File: src/rtl/multi_clinic_pkg.sv
// ---------------------------------------------------------------------------
// multi_clinic_pkg : shared helpers for the multi-clinic ticket numerator
// Rev 1.0
// ---------------------------------------------------------------------------
`default_nettype none

package multi_clinic_pkg;

  typedef enum logic {
    ISSUE = 1'b0,
    CALL  = 1'b1
  } opcode_e;

  function automatic int sel_width(input int n);
    return (n > 1) ? $clog2(n) : 1;
  endfunction

  function automatic int cnt_width(input int slots);
    return $clog2(slots + 1);
  endfunction

  function automatic int lo_limit(input int base, input int slots, input int c);
    return base + c * slots;
  endfunction

  function automatic int hi_limit(input int base, input int slots, input int c);
    return base + c * slots + slots - 1;
  endfunction

endpackage

`default_nettype wire

File: src/rtl/clinic_queue_ctr.sv
// ---------------------------------------------------------------------------
// clinic_queue_ctr : head/tail/occupancy tracker for one clinic ticket range
// Rev 1.0
// ---------------------------------------------------------------------------
`default_nettype none

module clinic_queue_ctr
  import multi_clinic_pkg::*;
#(
  parameter int             W     = 8,
  parameter int             SLOTS = 5,
  parameter int             CNTW  = 3,
  parameter logic [W-1:0]   LO    = '0,
  parameter logic [W-1:0]   HI    = '0
) (
  input  logic            clk,
  input  logic            rst_n,
  input  logic            iss_en_i,
  input  logic            call_en_i,
  output logic [W-1:0]    head_o,
  output logic [W-1:0]    tail_o,
  output logic [CNTW-1:0] count_o,
  output logic            empty_o,
  output logic            full_o,
  output logic            iss_ok_o,
  output logic            call_ok_o
);

  localparam logic [CNTW-1:0] SLOTS_C = CNTW'(SLOTS);

  logic [W-1:0]    head_q, head_d;
  logic [W-1:0]    tail_q, tail_d;
  logic [CNTW-1:0] count_q, count_d;
  logic            empty_q, empty_d;
  logic            full_q, full_d;

  // Acceptance always looks at pre-edge occupancy: no bypass, no pass-through.
  assign iss_ok_o  = iss_en_i  && (count_q != SLOTS_C);
  assign call_ok_o = call_en_i && (count_q != '0);

  always_comb begin
    head_d  = head_q;
    tail_d  = tail_q;
    count_d = count_q;
    if (iss_ok_o)  tail_d = (tail_q == HI) ? LO : tail_q + 1'b1;
    if (call_ok_o) head_d = (head_q == HI) ? LO : head_q + 1'b1;
    case ({iss_ok_o, call_ok_o})
      2'b10:   count_d = count_q + 1'b1;
      2'b01:   count_d = count_q - 1'b1;
      default: count_d = count_q;
    endcase
    empty_d = (count_d == '0);
    full_d  = (count_d == SLOTS_C);
  end

  always_ff @(posedge clk) begin
    if (!rst_n) begin
      head_q  <= LO;
      tail_q  <= LO;
      count_q <= '0;
      empty_q <= 1'b1;
      full_q  <= 1'b0;
    end else begin
      head_q  <= head_d;
      tail_q  <= tail_d;
      count_q <= count_d;
      empty_q <= empty_d;
      full_q  <= full_d;
    end
  end

  assign head_o  = head_q;
  assign tail_o  = tail_q;
  assign count_o = count_q;
  assign empty_o = empty_q;
  assign full_o  = full_q;

endmodule

`default_nettype wire

File: src/rtl/multi_clinic_numerator.sv
// ---------------------------------------------------------------------------
// multi_clinic_numerator : circular ticket issue/call for NUM_CLINICS queues
// Rev 1.0
// ---------------------------------------------------------------------------
`default_nettype none

module multi_clinic_numerator
  import multi_clinic_pkg::*;
#(
  parameter int NUM_CLINICS = 4,
  parameter int SLOTS       = 5,
  parameter int BASE        = 5,
  parameter int W           = 8,
  localparam int CW         = sel_width(NUM_CLINICS),
  localparam int CNTW       = cnt_width(SLOTS)
) (
  input  logic                   clk,
  input  logic                   rst_n,
  input  logic                   iss_req,
  input  logic [CW-1:0]          iss_sel,
  input  logic                   call_req,
  input  logic [CW-1:0]          call_sel,
  output logic                   iss_ack,
  output logic                   iss_nack,
  output logic [W-1:0]           iss_ticket,
  output logic                   call_ack,
  output logic                   call_nack,
  output logic [W-1:0]           call_ticket,
  output logic [NUM_CLINICS-1:0] empty,
  output logic [NUM_CLINICS-1:0] full,
  input  logic [CW-1:0]          mon_sel,
  output logic [CNTW-1:0]        mon_count
);

  localparam logic [CW:0] NC_C = (CW+1)'(NUM_CLINICS);

  if ((longint'(BASE) + longint'(NUM_CLINICS) * longint'(SLOTS) - 1) >= (longint'(1) << W))
  begin : g_param_check
    $error("multi_clinic_numerator: ticket range does not fit in W bits");
  end

  logic                   w_iss_in_range, w_call_in_range;
  logic [NUM_CLINICS-1:0] w_iss_en, w_call_en, w_iss_ok, w_call_ok;
  logic [W-1:0]           w_head  [NUM_CLINICS];
  logic [W-1:0]           w_tail  [NUM_CLINICS];
  logic [CNTW-1:0]        w_count [NUM_CLINICS];
  logic                   w_iss_acc, w_call_acc;
  logic [W-1:0]           w_iss_tkt, w_call_tkt;

  logic         iss_ack_q, iss_nack_q, call_ack_q, call_nack_q;
  logic [W-1:0] iss_ticket_q, call_ticket_q;

  assign w_iss_in_range  = ({1'b0, iss_sel}  < NC_C);
  assign w_call_in_range = ({1'b0, call_sel} < NC_C);

  for (genvar c = 0; c < NUM_CLINICS; c++) begin : g_clinic
    localparam logic [W-1:0] LO_C = W'(lo_limit(BASE, SLOTS, c));
    localparam logic [W-1:0] HI_C = W'(hi_limit(BASE, SLOTS, c));

    assign w_iss_en[c]  = iss_req  && w_iss_in_range  && (iss_sel  == CW'(c));
    assign w_call_en[c] = call_req && w_call_in_range && (call_sel == CW'(c));

    clinic_queue_ctr #(
      .W     (W),
      .SLOTS (SLOTS),
      .CNTW  (CNTW),
      .LO    (LO_C),
      .HI    (HI_C)
    ) u_ctr (
      .clk       (clk),
      .rst_n     (rst_n),
      .iss_en_i  (w_iss_en[c]),
      .call_en_i (w_call_en[c]),
      .head_o    (w_head[c]),
      .tail_o    (w_tail[c]),
      .count_o   (w_count[c]),
      .empty_o   (empty[c]),
      .full_o    (full[c]),
      .iss_ok_o  (w_iss_ok[c]),
      .call_ok_o (w_call_ok[c])
    );
  end

  assign w_iss_acc  = |w_iss_ok;
  assign w_call_acc = |w_call_ok;

  // One-hot enables steer the ticket and monitor muxes without out-of-range indexing.
  always_comb begin
    w_iss_tkt  = '0;
    w_call_tkt = '0;
    mon_count  = '0;
    for (int c = 0; c < NUM_CLINICS; c++) begin
      if (w_iss_en[c])          w_iss_tkt  = w_tail[c];
      if (w_call_en[c])         w_call_tkt = w_head[c];
      if (mon_sel == CW'(c))    mon_count  = w_count[c];
    end
  end

  always_ff @(posedge clk) begin
    if (!rst_n) begin
      iss_ack_q     <= 1'b0;
      iss_nack_q    <= 1'b0;
      call_ack_q    <= 1'b0;
      call_nack_q   <= 1'b0;
      iss_ticket_q  <= '0;
      call_ticket_q <= '0;
    end else begin
      iss_ack_q   <= w_iss_acc;
      iss_nack_q  <= iss_req && !w_iss_acc;
      call_ack_q  <= w_call_acc;
      call_nack_q <= call_req && !w_call_acc;
      if (w_iss_acc)  iss_ticket_q  <= w_iss_tkt;
      if (w_call_acc) call_ticket_q <= w_call_tkt;
    end
  end

  assign iss_ack     = iss_ack_q;
  assign iss_nack    = iss_nack_q;
  assign iss_ticket  = iss_ticket_q;
  assign call_ack    = call_ack_q;
  assign call_nack   = call_nack_q;
  assign call_ticket = call_ticket_q;

endmodule

`default_nettype wire
File: config.mk
export PLATFORM = sky130hd
export DESIGN_NAME = multi_clinic_numerator
export DESIGN_NICKNAME = d
export VERILOG_FILES = /design/src/rtl/multi_clinic_pkg.sv /design/src/rtl/clinic_queue_ctr.sv /design/src/rtl/multi_clinic_numerator.sv
export SDC_FILE = /design/constraint.sdc
export NUM_CORES = 1
export LEC_CHECK = 0
export BUFFER_PORTS_ARGS = -buffer_cell sky130_fd_sc_hd__buf_4
export CAP_MARGIN = 30
export CORE_MARGIN = 2
export CORE_UTILIZATION = 60
export DETAILED_ROUTE_END_ITERATION = 12
export GPL_TIMING_DRIVEN = 0
export PLACE_DENSITY = 0.78
export REMOVE_ABC_BUFFERS = 1
export SYNTH_ARGS = -nofsm -noshare
export SYNTH_HDL_FRONTEND = slang
export SYNTH_SLANG_ARGS = --single-unit
File: constraint.sdc
create_clock -name clk -period 4 [get_ports clk]
set_input_delay 0.4 -clock clk [delete_from_list [all_inputs] [get_ports clk]]
set_output_delay 0.4 -clock clk [all_outputs]
set_load 0.05 [all_outputs]
After elaboration in Yosys (flattened, before gate mapping):

Index checks and enable logic that the tools add are counted.

* add/sub/neg operators: 16
* eq/ne operators: 33
* mux-type cells: 24
* reductions and logical operators: 33

Operators with widths (number)
* 2-to-1 mux 8 bit: 16
* adder 8 x 1 -> 8 bit, second input constant: 8
* equality test 8 x 4 -> 1 bit, second input constant: 4
* equality test 8 x 5 -> 1 bit, second input constant: 4
* case mux 3 bit (2 select lines): 4
* equality test 2 bit, second input constant: 10
* logical AND 1 bit: 18
* equality test 2 x 1 -> 1 bit, second input constant: 7
* adder 3 x 1 -> 3 bit, second input constant: 4
* equality test 3 bit, second input constant: 4
* logical NOT 3 bit: 4
* 2-to-1 mux 3 bit: 4
* inequality test 3 bit, second input constant: 4
* nonzero test 3 bit: 4
* subtractor 3 x 1 -> 3 bit, second input constant: 4
* OR reduction 4 bit: 2
* logical NOT 2 bit: 3
* logical NOT 1 bit: 2

* bits in registers: 104
* input bits: 10
* output and inout bits: 31
* word-level logic and storage cells: 132

Longest topological paths before layout:

* word-level depth: 6
* gate-level depth with buffers: 11
* gate-level depth less buffers: 10

Cells and area by module:

Synthesis repeated with hierarchy kept, for this count alone.

* cell total of the unflattened synthesis: 558
* area total of the unflattened synthesis: 5491.5 µm²

By module, submodules not included
* multi_clinic_numerator: times used 1, cells an instance 83, area an instance 1157.4 µm², sequential area each 400.4 µm²
* clinic_queue_ctr (g_clinic[3].u_ctr): times used 1, cells an instance 125, area an instance 1121.1 µm², sequential area each 420.4 µm²
* clinic_queue_ctr (g_clinic[1].u_ctr): times used 1, cells an instance 123, area an instance 1088.5 µm², sequential area each 420.4 µm²
* clinic_queue_ctr (g_clinic[2].u_ctr): times used 1, cells an instance 113, area an instance 1063.5 µm², sequential area each 420.4 µm²
* clinic_queue_ctr (g_clinic[0].u_ctr): times used 1, cells an instance 114, area an instance 1061.0 µm², sequential area each 420.4 µm²

Worst setup path before layout:

No wires, ideal clock.

* path kind: input to register
* from: input port iss_sel[0]
* to: register g_clinic[2].u_ctr.empty_q
* library setup time: 0.114 ns
* arrival time: 2.246 ns
* data required time: 3.886 ns
* path slack: 1.640 ns
* cell stages on the path: 11
* buffers on the path: 1
* cell sequence: buf_4 > nand3b_1 > nor2_2 > inv_1 > ha_1 > inv_1 > fa_1 > nor2b_1 > nand2_1 > o21ai_0 > a21o_1

* cells in the longest elaborated chain, start to end: 6
* elaborated cells between the ends (all ways): 7
* classes of those cells: 3 x eq/ne; 1 x mux; 3 x reduce/logical

Ends and longest elaborated chain
* start, declared: line multi_clinic_numerator.sv:20 `input logic [CW-1:0] iss_sel,`
* equality test 2 bit *: line multi_clinic_numerator.sv:60 `assign w_iss_en[c] = iss_req && w_iss_in_range && (iss_sel == CW'(c));`
* logical AND 1 bit *: line multi_clinic_numerator.sv:60
* logical AND 1 bit *: line clinic_queue_ctr.sv:38 `assign iss_ok_o = iss_en_i && (count_q != SLOTS_C);`
* equality test 2 x 1 -> 1 bit or equality test 2 bit (tied branches): line clinic_queue_ctr.sv:47 `case ({iss_ok_o, call_ok_o})`
* case mux 3 bit (2 select lines) *: line clinic_queue_ctr.sv:47
* logical NOT 3 bit *: line clinic_queue_ctr.sv:52 `empty_d = (count_d == '0);`
* end signal, assigned: line clinic_queue_ctr.sv:67 `empty_q <= empty_d;`
* end, declared: line clinic_queue_ctr.sv:34 `logic empty_q, empty_d;`

Every way passes the cells marked *; elsewhere a longest branch is shown, timed or not.
A chain may end at the register's enable or synchronous reset.

Worst setup path after layout:

* from: register g_clinic[1].u_ctr.count_q[0]
* to: register g_clinic[1].u_ctr.full_q

* cells in the longest elaborated chain, start to end: 5
* elaborated cells between the ends (all ways): 10
* classes of those cells: 2 x add/sub; 4 x eq/ne; 1 x mux; 3 x reduce/logical

Ends and longest elaborated chain
* start, declared: line clinic_queue_ctr.sv:33 `logic [CNTW-1:0] count_q, count_d;`
* start signal, assigned: line clinic_queue_ctr.sv:66 `count_q <= count_d;`
* inequality test 3 bit or nonzero test 3 bit (tied branches): line clinic_queue_ctr.sv:38, clinic_queue_ctr.sv:39
* logical AND 1 bit (on tied branches): line clinic_queue_ctr.sv:38, clinic_queue_ctr.sv:39
* equality test 2 x 1 -> 1 bit or equality test 2 bit (tied branches): line clinic_queue_ctr.sv:47
* case mux 3 bit (2 select lines) *: line clinic_queue_ctr.sv:47
* equality test 3 bit *: line clinic_queue_ctr.sv:53 `full_d = (count_d == SLOTS_C);`
* end signal, assigned: line clinic_queue_ctr.sv:68 `full_q <= full_d;`
* end, declared: line clinic_queue_ctr.sv:35 `logic full_q, full_d;`

Marks and branches as above.

==> metrics.txt <==
# TYPE chip_impl_metric gauge
chip_impl_info{name="run_status",value="finished, final reports clean"} 1
chip_impl_metric{name="drv_cap",unit=""} 0
chip_impl_info{name="post_synth_main_area_contributors",value="sky130_fd_sc_hd__dfxtp_1, sky130_fd_sc_hd__mux4_2, sky130_fd_sc_hd__xnor2_1"} 1
chip_impl_metric{name="worstPathMaxFanout",unit=""} 7
chip_impl_info{name="hold_path_end",value="g_clinic[2].u_ctr.tail_o[2]"} 1
chip_impl_metric{name="drt-pass1-iter-count",unit=""} 5
chip_impl_info{name="tritoncts",value="built"} 1
chip_impl_metric{name="async_flop_share",unit="%"} 0
chip_impl_metric{name="global_route_wire_length_before_repair",unit="um"} 20300
chip_impl_metric{name="drc",unit=""} 0
chip_impl_metric{name="viasPerCell",unit=""} 6.02
chip_impl_metric{name="number_of_global_route_vias_before_repair",unit=""} 4095
chip_impl_metric{name="holdBufCountCts",unit=""} 0
chip_impl_metric{name="slew_viol_final",unit=""} 0
chip_impl_metric{name="wl_per_cell",unit="um"} 16.2
chip_impl_info{name="crit_path_top_delay_cell",value="sky130_fd_sc_hd__dfxtp_1"} 1
chip_impl_metric{name="hold_path_depth",unit=""} 2
chip_impl_metric{name="ys_warnings",unit=""} 0
chip_impl_metric{name="clockBufferDepth",unit=""} 2
chip_impl_metric{name="core_area",unit="mm^2"} 0.00915
chip_impl_metric{name="post_cts_resize_count",unit=""} 0
chip_impl_info{name="synth-main-ff-cell",value="sky130_fd_sc_hd__dfxtp_1"} 1
chip_impl_metric{name="finalWorstPathRequiredPeriod",unit="ns"} 2.54
chip_impl_metric{name="initial_standard_cell_utilization_of_the_core",unit="%"} 61.0
chip_impl_metric{name="hold_ws",unit="ns"} 0.433
chip_impl_metric{name="count_of_vias_placed_by_the_detailed_router",unit=""} 4398
chip_impl_metric{name="layout_net_count",unit=""} 647
chip_impl_metric{name="area_enclosed_by_the_die_boundary",unit="mm^2"} 0.0101
chip_impl_metric{name="netlist_area",unit="mm^2"} 0.00558
chip_impl_metric{name="ant_nets",unit=""} 0
chip_impl_metric{name="clkSinkCount",unit=""} 104
chip_impl_metric{name="final.setup.tns",unit="ns"} 0
chip_impl_metric{name="yosys_register_bits",unit=""} 104
chip_impl_info{name="worst_r2r_endpoint",value="g_clinic[1].u_ctr.full_o"} 1
chip_impl_metric{name="drive_above_1_share",unit="%"} 15.8
chip_impl_metric{name="power.ir.vdd_worst",unit="V"} 0.000206
chip_impl_metric{name="htree_num_levels",unit=""} 3
chip_impl_metric{name="worst-r2r-setup-slack",unit="ns"} 1.46
chip_impl_metric{name="static-leakage-power",unit="nW"} 2.23
chip_impl_info{name="holdCritPathClass",value="in -> reg"} 1
chip_impl_metric{name="row_count",unit=""} 35
chip_impl_info{name="post-synth-top-count-cell",value="sky130_fd_sc_hd__dfxtp_1"} 1
chip_impl_info{name="highest_layer",value="met4"} 1
chip_impl_metric{name="timing.critical_path.required",unit="ns"} 4.27
chip_impl_metric{name="clk_latency",unit="ns"} 0.36
chip_impl_metric{name="cp_num_buf_inv",unit=""} 1
chip_impl_metric{name="timing.critical_path.depth",unit=""} 8
chip_impl_info{name="endpoint_kind",value="register"} 1
chip_impl_metric{name="antenna_found_initial",unit=""} 0
chip_impl_metric{name="largest_net_degree_at_the_start_of_global_routing",unit=""} 37
chip_impl_metric{name="dp_hpwl",unit="um"} 8540
chip_impl_metric{name="cp.arrival",unit="ns"} 2.81
chip_impl_metric{name="report.final.setup_viol",unit=""} 0
chip_impl_metric{name="synth_largest_type_area_fraction",unit="%"} 37.3
chip_impl_metric{name="antennaDiodeCount",unit=""} 0
chip_impl_metric{name="power.density_cell_area",unit="mW/mm^2"} 333
chip_impl_info{name="synthDominantAreaCellType",value="sky130_fd_sc_hd__dfxtp_1"} 1
chip_impl_metric{name="chipWidth",unit="um"} 100
chip_impl_metric{name="min_period_over_period",unit="%"} 63.6
chip_impl_metric{name="io_buffer_count",unit=""} 40
chip_impl_metric{name="area_delta_synth_final",unit="%"} 7.87
chip_impl_info{name="hold_path_startpoint",value="rst_n"} 1
chip_impl_info{name="r2r-start",value="g_clinic[1].u_ctr.count_o[0]"} 1
chip_impl_metric{name="final_design_area_no_fill",unit="mm^2"} 0.00602
chip_impl_metric{name="grt_use_total",unit="%"} 25.3
chip_impl_info{name="clock-root-buffer",value="sky130_fd_sc_hd__clkbuf_8"} 1
chip_impl_metric{name="post_dp_cell_area",unit="mm^2"} 0.00584
chip_impl_metric{name="cts_inserted_buffers",unit=""} 9
chip_impl_metric{name="slowest_delay",unit="ns"} 0.50
chip_impl_metric{name="synth.yosys.seq_area_share",unit="%"} 37.3
chip_impl_metric{name="globalRoute.totalOverflow",unit=""} 0
chip_impl_metric{name="fill_cells",unit=""} 738
chip_impl_metric{name="top_level_ports",unit=""} 41
chip_impl_metric{name="clock.fmax",unit="MHz"} 393
chip_impl_info{name="startpoint_type",value="register"} 1
chip_impl_metric{name="postRouteWirelength",unit="um"} 11800
chip_impl_info{name="synth.top_cells.by_count",value="sky130_fd_sc_hd__dfxtp_1, sky130_fd_sc_hd__nand2_1, sky130_fd_sc_hd__nor2_1"} 1
chip_impl_metric{name="wl_met1",unit="um"} 5680
chip_impl_metric{name="skew",unit="ns"} 0.00753
chip_impl_metric{name="number_of_different_library_cells_in_the_post_synthesis_netlist",unit=""} 56
chip_impl_metric{name="depth_of_the_worst_register_to_register_path",unit=""} 8
chip_impl_metric{name="place.gp.congestion",unit=""} 0.887
chip_impl_metric{name="syn-mean-instance-area",unit="um^2"} 9.39
chip_impl_metric{name="clkSlewWorstSetupHoldPaths",unit="ns"} 0.10
chip_impl_metric{name="final_hold_viol_count",unit=""} 0
chip_impl_metric{name="route.met3.wl",unit="um"} 541
chip_impl_metric{name="die_height",unit="um"} 100
chip_impl_metric{name="post_synth_edffs",unit=""} 0
chip_impl_info{name="family_with_the_most_delay_on_the_worst_path",value="simple AND/OR/NAND/NOR gates"} 1
chip_impl_info{name="path_cells",value="nand3b_1, nand2_1, ha_1, inv_1, fa_1, nor2b_1, a21oi_1, nor4_1"} 1
chip_impl_metric{name="drtIter0Drc",unit=""} 308
chip_impl_info{name="setup_repair_after_global_routing_missed_its_margin",value="false"} 1
chip_impl_metric{name="met2RoutedLength",unit="um"} 5470
chip_impl_metric{name="timing.max_slew.rel_slack",unit="%"} 40.4
chip_impl_metric{name="cts_setup_buffers",unit=""} 0
chip_impl_info{name="worst-setup-path-type",value="reg -> reg"} 1
chip_impl_metric{name="worst_pin_slew",unit="ns"} 0.894
chip_impl_metric{name="synth_cells",unit=""} 594
per-stage QoR:
stage	power [W]	utilization, %	worst slack [ns]	cells
floorplan	0.00132	-	1.68	563
CTS	0.00202	65.8	1.44	731
finish	0.00200	65.8	1.46	731
global placement	0.00140	63.7	1.24	714
detailed placement	0.00141	63.8	1.17	715
global route	0.00209	65.8	1.22	731
area by class of cell:
| type | count | area, um^2 | share of cell area (%) |
|---|---|---|---|
| tap | 111 | 139 | 2.31 |
| sequential | 104 | 2080 | 34.6 |
| clock buffer | 12 | 155 | 2.58 |
| inverter | 28 | 105 | 1.75 |
| multi-input combinational | 431 | 3200 | 53.2 |
| timing repair buffer | 41 | 308 | 5.11 |
| clock inverter | 4 | 28.8 | 0.478 |
how the worst max path moves through the flow:
| stage | start | to | slack (ns) |
|---|---|---|---|
| floorplan | call_sel[1] | g_clinic[1].u_ctr.empty_o | 1.68 |
| global placement | call_sel[1] | g_clinic[1].u_ctr.full_o | 1.24 |
| detailed placement | call_sel[1] | g_clinic[1].u_ctr.full_o | 1.17 |
| CTS | g_clinic[1].u_ctr.count_o[0] | g_clinic[1].u_ctr.full_o | 1.44 |
| global route | g_clinic[0].u_ctr.count_o[0] | g_clinic[0].u_ctr.full_o | 1.22 |
| finish | g_clinic[1].u_ctr.count_o[0] | g_clinic[1].u_ctr.full_o | 1.46 |
cells in the final DEF, fill, tap and decap left out, types with 6 or more instances in the layout:
cell                         n
sky130_fd_sc_hd__o21ai_0    14
sky130_fd_sc_hd__dfxtp_1   104
sky130_fd_sc_hd__xor2_1     19
sky130_fd_sc_hd__nand4_1    15
sky130_fd_sc_hd__nor4_1     21
sky130_fd_sc_hd__or3_1       7
sky130_fd_sc_hd__mux4_2     19
sky130_fd_sc_hd__nor3_1     11
sky130_fd_sc_hd__nand2b_1   10
sky130_fd_sc_hd__nor4b_1     6
sky130_fd_sc_hd__mux2i_1    19
sky130_fd_sc_hd__buf_4      41
sky130_fd_sc_hd__nand3_1    31
sky130_fd_sc_hd__nand3b_1    6
sky130_fd_sc_hd__inv_1      24
sky130_fd_sc_hd__nor2_1     46
sky130_fd_sc_hd__a21oi_1    14
sky130_fd_sc_hd__xnor2_1    35
sky130_fd_sc_hd__clkbuf_8   11
sky130_fd_sc_hd__nand2_1    66
sky130_fd_sc_hd__a21o_1      6
sky130_fd_sc_hd__and2_1     11
sky130_fd_sc_hd__ha_1       18
sequential cells by signal, summed over array words and instances, names as in the netlist:
name and count:
g_clinic.u_ctr.count_o 12, g_clinic.u_ctr.empty_o 4, g_clinic.u_ctr.full_o 4, g_clinic.u_ctr.head_o 32, call_ticket 8, call_nack 1
iss_ticket 8, call_ack 1, iss_nack 1, g_clinic.u_ctr.tail_o 32, iss_ack 1
cells by family after synthesis:
kind of cell | after synthesis | synth area share (%)
simple gates | 266 | 25.9
flops | 104 | 37.3
buf+inv | 59 | 5.31
xor+xnor | 54 | 8.48
compound gates | 51 | 6.50
mux | 38 | 11.1
fa+ha+maj | 22 | 5.47
power breakdown:
part | internal [W] | total [W] | leakage, nW | switching (W)
Clock | 0.000261 | 0.000615 | 0.0886 | 0.000354
Combinational | 0.000113 | 0.000290 | 1.30 | 0.000178
Sequential | 0.00106 | 0.00110 | 0.843 | 0.0000359
Total | 0.00144 | 0.00200 | 2.23 | 0.000568
per-layer routing:
metal  up-vias  global-route usage [%]
li1       2125                       -
met1      2137                    36.0
met2       124                    40.1
met3        12                    4.18
met4         0                    6.85
met5         -                       0
(Power assumes the default switching activity.)
